==> src/rtl/rr_arbiter8.sv <==
// Round-robin arbiter for eight requesters sharing one decoder-selected resource.
// Optional hold-limit revoke is compiled in with `define RR_ARB_TIMEOUT_EN.
module rr_arbiter8 #(
    parameter int HOLD_MAX = 16
) (
    input  logic       clk,
    input  logic       rst,
    input  logic [7:0] req,
    input  logic       done,
    output logic [2:0] gnt_idx,
    output logic       gnt_en,
    output logic [7:0] gnt,
    output logic       timeout
);

    typedef enum logic [1:0] {
        IDLE  = 2'd0,
        GRANT = 2'd1,
        GAP   = 2'd2
    } state_t;

    state_t     state_reg, state_next;
    logic [2:0] ptr_reg, ptr_next;
    logic [2:0] gnt_idx_reg, gnt_idx_next;
    logic       gnt_en_reg, gnt_en_next;
    logic [7:0] gnt_reg, gnt_next;
    logic       timeout_reg, timeout_next;

    logic [7:0] req_rot;
    logic [2:0] win_idx;
    logic       owner_drop;
    logic       hold_hit;

    if (HOLD_MAX < 1 || HOLD_MAX > 255) begin : g_bad_hold_max
        $error("rr_arbiter8: HOLD_MAX must be in 1..255");
    end

    // Requests rotated so bit 0 is the current highest-priority requester.
    for (genvar gi = 0; gi < 8; gi++) begin : g_rot
        assign req_rot[gi] = req[ptr_reg + 3'(gi)];
    end

    always_comb begin
        win_idx = ptr_reg;
        for (int i = 7; i >= 0; i--) begin
            if (req_rot[i]) begin
                win_idx = ptr_reg + 3'(i);
            end
        end
    end

`ifdef RR_ARB_TIMEOUT_EN
    logic [7:0] hold_cnt_reg, hold_cnt_next;

    // Counter is zero whenever a grant starts because IDLE always precedes GRANT.
    assign hold_cnt_next = (state_reg == GRANT) ? hold_cnt_reg + 8'd1 : 8'd0;
    assign hold_hit      = (state_reg == GRANT) && (hold_cnt_reg == 8'(HOLD_MAX - 1));

    always_ff @(posedge clk) begin
        if (rst) begin
            hold_cnt_reg <= 8'd0;
        end else begin
            hold_cnt_reg <= hold_cnt_next;
        end
    end
`else
    assign hold_hit = 1'b0;
`endif

    assign owner_drop = ~req[gnt_idx_reg];

    always_comb begin
        state_next   = state_reg;
        ptr_next     = ptr_reg;
        gnt_idx_next = gnt_idx_reg;
        gnt_en_next  = gnt_en_reg;
        gnt_next     = gnt_reg;
        timeout_next = 1'b0;
        case (state_reg)
            IDLE: begin
                if (|req) begin
                    state_next   = GRANT;
                    gnt_idx_next = win_idx;
                    gnt_en_next  = 1'b1;
                    gnt_next     = 8'b1 << win_idx;
                    ptr_next     = win_idx + 3'd1;
                end
            end
            GRANT: begin
                if (done || owner_drop || hold_hit) begin
                    state_next   = GAP;
                    gnt_en_next  = 1'b0;
                    gnt_next     = 8'h00;
                    // A voluntary release on the same cycle wins over the revoke.
                    timeout_next = hold_hit && !done && !owner_drop;
                end
            end
            GAP: begin
                state_next = IDLE;
            end
            default: begin
                state_next  = IDLE;
                gnt_en_next = 1'b0;
                gnt_next    = 8'h00;
            end
        endcase
    end

    always_ff @(posedge clk) begin
        if (rst) begin
            state_reg   <= IDLE;
            ptr_reg     <= 3'd0;
            gnt_idx_reg <= 3'd0;
            gnt_en_reg  <= 1'b0;
            gnt_reg     <= 8'h00;
            timeout_reg <= 1'b0;
        end else begin
            state_reg   <= state_next;
            ptr_reg     <= ptr_next;
            gnt_idx_reg <= gnt_idx_next;
            gnt_en_reg  <= gnt_en_next;
            gnt_reg     <= gnt_next;
            timeout_reg <= timeout_next;
        end
    end

    assign gnt_idx = gnt_idx_reg;
    assign gnt_en  = gnt_en_reg;
    assign gnt     = gnt_reg;
    assign timeout = timeout_reg;

endmodule
==> config.mk <==
export PLATFORM = sky130hd
export DESIGN_NAME = rr_arbiter8
export DESIGN_NICKNAME = d
export VERILOG_FILES = /design/src/rtl/rr_arbiter8.sv
export SDC_FILE = /design/constraint.sdc
export NUM_CORES = 1
export LEC_CHECK = 0
export BUFFER_PORTS_ARGS = -buffer_cell sky130_fd_sc_hd__buf_2
export CELL_PAD_IN_SITES_DETAIL_PLACEMENT = 0
export CELL_PAD_IN_SITES_GLOBAL_PLACEMENT = 1
export CORE_UTILIZATION = 30
export CTS_BUF_LIST = sky130_fd_sc_hd__clkbuf_8
export DETAILED_ROUTE_END_ITERATION = 6
export PLACE_DENSITY = 0.64
export SLEW_MARGIN = 30
export SYNTH_ARGS = -nofsm -noshare
export SYNTH_HDL_FRONTEND = slang
export SYNTH_SLANG_ARGS = --single-unit
==> constraint.sdc <==
create_clock -name clk -period 11.5 [get_ports clk]
set_input_delay 1.725 -clock clk [delete_from_list [all_inputs] [get_ports clk]]
set_output_delay 1.725 -clock clk [all_outputs]
set_load 0.03 [all_outputs]
# Word level (Yosys, flattened, before mapping)
# Cells that the tools add are included.
word_totals:
  reg_bits: 17
  out_inout_bits: 13
op_classes:
  shifts: 1
  n_reduce_logical: 6
  eq_ne: 4
  bitwise_logic: 2
  order_cmp: 9
  add_sub_neg: 8
  muxes: 35
op_table:
  columns: ["op", "n"]
  rows:
  - ["$lt A3 B4 Y1 const B", 9]
  - ["$bmux W1 S3", 9]
  - ["$mux W3", 8]
  - ["$pmux W8 S3", 1]
  - ["$mux W8", 2]
  - ["$add A3 B3 Y3 const B", 4]
  - ["$mux W1", 11]
  - ["$reduce_or A8 Y1", 1]
  - ["$shl A1 B3 Y8 const A", 1]
  - ["$add A3 B1 Y3 const B", 2]
  - ["$add A3 B2 Y3 const B", 2]
  - ["$mux W2", 2]
  - ["$ne A2 B2 Y1 const B", 2]
  - ["$pmux W2 S2", 1]
  - ["$reduce_and A2 Y1", 2]
  - ["$pmux W1 S3", 1]
  - ["$reduce_and A3 Y1", 1]
  - ["$eq A2 B1 Y1 const B", 1]
  - ["$eq A2 B2 Y1 const B", 1]
  - ["$logic_not A2 Y1", 1]
  - ["$not A1 Y1", 2]
  - ["$logic_or A1 B1 Y1", 1]

# Logic depth before layout (Yosys ltp)
logic_depth:
  ltp_word: 14
  depth_mapped: 15
  depth_no_buf: 12

# Worst setup path after synthesis
# OpenSTA, ideal clock, no wires.
synth_timing:
  path_type: "input to register"
  start: "in req[4]"
  end: "reg ptr_reg[2]"
  stages: 9
  t_arrival_ns: 4.031
  slack_ns: 7.342
  n_path_buf: 0
  t_required_ns: 11.372
  path_cell_list: "mux4_1 -> mux2_2 -> o41a_1 -> xnor2_1 -> inv_1 -> ha_1 -> ha_1 -> mux2i_1 -> nor2_1"
synth_between:
  elab_chain_cells: 11
  word_cells_on_any_way: 27
synth_rtl:
  columns: ["item", "line", "text"]
  rows:
  - ["from (decl)", "8", "input logic [7:0] req,"]
  - ["$bmux W1 S3", "40", "assign req_rot[gi] = req[ptr_reg + 3'(gi)];"]
  - ["$mux W1 (implied by the code)", "40", null]
  - ["$mux W3 (7 in a row)", "46", "if (req_rot[i]) begin"]
  - ["$mux W3 (*)", "46", null]
  - ["net win_idx[0]", "30", "logic [2:0] win_idx;"]
  - ["$add A3 B1 Y3 (*)", "86", "ptr_next = win_idx + 3'd1;"]
  - ["to (signal assigned)", "119", "ptr_reg <= ptr_next;"]
  - ["to (decl)", "23", "logic [2:0] ptr_reg, ptr_next;"]
# The timed path passes the listed nets; every way through them passes the cells marked *. The select of a mux whose other input is x is not followed.
# A chain may end at the register's enable or synchronous reset.

# Final worst setup path
# Same ends and word-level chain as after synthesis.

==> results.yml <==
drt:
  final_antenna_net_count: 0
  detail_routed_via_count_per_cell: 5.42
  drtIter0Drc: 111
  wl_per_cell_um: 14.6
  routed_wirelength_um: 3500
  num_vias: 1301
  first_pass_iters: 4
  drc_markers: 0
clocking:
  cts.clk_slew.worst_paths_ps: 60
  clk_latency_ps: 250
  clock_path_buffers: 2
  post_cts_setup_buffer_count: 0
  cts_buffers: 3
  root_buffer: "clkbuf_8"
  cts-hold-fix-buffers: 0
  ctsHtreeMaxLevel: 1
  cts.sinks: 17
  tritoncts: "built"
  cts.repair.resized: 0
sta:
  fmax_ghz: 0.233
  rsz0062_at_grt: "no"
  fin_setup_tns_ps: 0
  skew_ps: 3.78
  hold_violations: 0
  finalSetupViolations: 0
  total_count_of_max_transition_violations_in_the_final_report: 0
  timing.final.crit_share_pct: 37.4
  tightest_slew_ps: 681
  final_period_minus_worst_setup_slack_ps: 4300
  final_critical_path_setup_slack_ps: 7200
  slew-limit-headroom_pct: 54.5
synth:
  synthesis.area_per_instance_um2: 9.44
  ys_dominant_reg_cell: "dfxtp_1"
  postSynth.asyncResetShare_pct: 0
  synthesis.area_mm2: 0.00148
  synth.net_count: 175
  flops_latches_synth: 17
  number_of_cells_produced_by_synthesis: 157
  synth-edff-count: 0
  synth.lib_cells_used.distinct: 50
  synth.yosys.seq_area_share_pct: 23.0
  yosys_warnings: 0
worst_setup_path:
  reg2reg_setup_slack_ps: 7540
  critical_path.cell_chain: "buf_2 > mux4_1 > mux2i_2 > nor2_1 > o41a_1 > xnor2_1 > inv_1 > ha_1 > ha_1 > mux2i_1 > nor2_1"
  crit_path_end_kind: "register"
  timing.critical_path.slowest_stage_cell: "mux4_1"
  criticalPathCategory: "input pin to register"
  cp_num_buf_inv: 2
  crit_cells: 11
  worst_ep_arrival_time_ps: 4440
  reg2regPathDepth: 12
  worstSetupEndpoint: "ptr_reg[2]"
  critical-path-max-stage-delay_ps: 630
  crit_fanout: 7
  critical-path-top-delay-family: "multiplexers"
  critPathLaunch: "req[4]"
  timing.rr.end: "ptr_reg[2]"
  timing.critical_path.from_type: "input pin"
  crit-reg2reg-launch: "ptr_reg[1]"
  data_required_time_of_the_worst_path_ps: 11640
status:
  outcome: "completed"
cells_and_area:
  fillerInstances: 493
  layout-drive-gt1-share_pct: 24.3
  areaGrowthSynthToFinish_pct: 12.8
  largest_register_ffs: 8
  diodes: 0
  layoutNonFillerInstCount: 240
  layout.nets: 192
floorplan:
  design.core.area_mm2: 0.00472
  starting_density_of_the_core_pct: 31.4
  io_pins: 24
  die_h_um: 72.3
  chipWidth_um: 72.3
  floorplan.die_area_mm2: 0.00522
  core.rowCount: 25
global_routing:
  maximum_number_of_pins_on_one_net_before_global_route_repair: 17
  grt_antenna_before_repair: 0
  global_route.overflow_total: 0
  global_route.usage.total_pct: 14.5
  wire_length_of_the_first_global_routing_pass_um: 6000
  grt_pass1_vias: 1247
worst_hold_path:
  min-delay-path-class: "register to register"
power:
  power.leakage_nw: 0.669
  vdd_drop_max_uv: 165
  finalPower_mw: 0.523
  powerDensity_mw_per_mm2: 313
placement:
  hpwlAfterDp_um: 2680
  buffer_ports.inserted: 22
  gp_congestion: 0.848
  placed_cells_incl_taps: 236
  dp_slack_ps: 6930
job:
  max_cap_viol_count: 0
==> layer usage <==
layer  track usage, %  routed length, um  vias up
li1                 -                  -      633
met1             17.9               1540      639
met2             25.6               1820       24
met3             1.25                 82        5
met4             6.54                 52        0
met5                0                  0        -
==> cell usage after synthesis, types with 2 or more instances <==
master      n  area, um2
o21bai_1    2       15.0
nand2b_1    5       31.3
or3_1       3       18.8
a21oi_1    14       70.1
mux4_1      3       78.8
ha_1        7       87.6
mux2_2      5       56.3
o2bb2ai_1   3       26.3
a2bb2oi_1   2       17.5
a32o_1      4       40.0
xor2_1      2       17.5
nor4_1      3       18.8
nand2_1    12       45.0
nor2b_1     3       18.8
xnor2_1     2       17.5
nor2_1     10       37.5
a22oi_1     2       15.0
o21ai_0     5       25.0
inv_1       7       26.3
dfxtp_1    17        340
clkbuf_1    6       22.5
mux4_2      7        158
mux2i_1     6       60.1
==> cells by family after synthesis <==
logic type               count (synthesis)  synth area share (%)
buffers and inverters                   17                  5.15
flip-flops                              17                  23.0
adder cells (fa/ha/maj)                  7                  5.91
XOR/XNOR                                 4                  2.37
multiplexers                            22                  24.7
AO/OA/AOI/OAI                           45                  22.9
AND/OR/NAND/NOR                         44                  15.7
other                                    1                 0.253
==> power breakdown <==
part	internal, mW	switching [mW]
clock network	0.0240	0.0198
registers	0.0769	0.0267
logic	0.164	0.212
==> worst reg2reg max path, cell delays in order (launching register included) <==
cell and delay [ps]:
dfxtp_1 750, inv_1 170, ha_1 510, mux4_1 470, mux2i_2 290, nor2_1 70
o41a_1 450, xnor2_1 330, inv_1 120, ha_1 240, ha_1 280, mux2i_1 140
nor2_1 50
==> area by class of cell <==
type | instances | area [um2] | share of cell area (%)
flip-flops and latches | 17 | 340 | 20.4
well taps | 67 | 83.8 | 5.01
multi-input cells | 123 | 1060 | 63.7
repair buffers | 22 | 110 | 6.59
inverters | 7 | 26.3 | 1.57
clock inverters | 1 | 5.00 | 0.299
clock buffers | 3 | 41.3 | 2.47
==> through the flow <==
step / hold slack (ps) / area (um2) / util (%)
detailed placement: 443 / 1630 / 34.4
global route: 473 / 1670 / 35.4
finish: 455 / 1670 / 35.4
CTS: 452 / 1670 / 35.4
global placement: 425 / 1630 / 34.4
floorplan: 414 / 1480 / -
==> how the worst min path moves through the flow <==
stage	from	to	slack (ps)	depth (start not counted)
finish	state_reg[1]	state_reg[1]	460	1
global route	state_reg[1]	state_reg[1]	470	1
CTS	state_reg[1]	state_reg[1]	450	1
detailed placement	state_reg[1]	state_reg[1]	440	1
global placement	state_reg[1]	state_reg[1]	420	1
floorplan	state_reg[1]	state_reg[1]	410	1
==> layout by cell type (no fill, tap or decap), drive strengths merged, types with 2 or more instances in the layout <==
cell type,instances
buf,22
dfxtp,17
a21oi,14
nand2,12
nor2,10
mux4,10
inv,7
ha,7
mux2i,7
mux2,5
o21ai,5
nand2b,5
a32o,4
or3,3
nor2b,3
nor4,3
o2bb2ai,3
clkbuf,3
xnor2,2
xor2,2
o21bai,2
a22oi,2
a2bb2oi,2
Power figures use the tool's default switching activity.
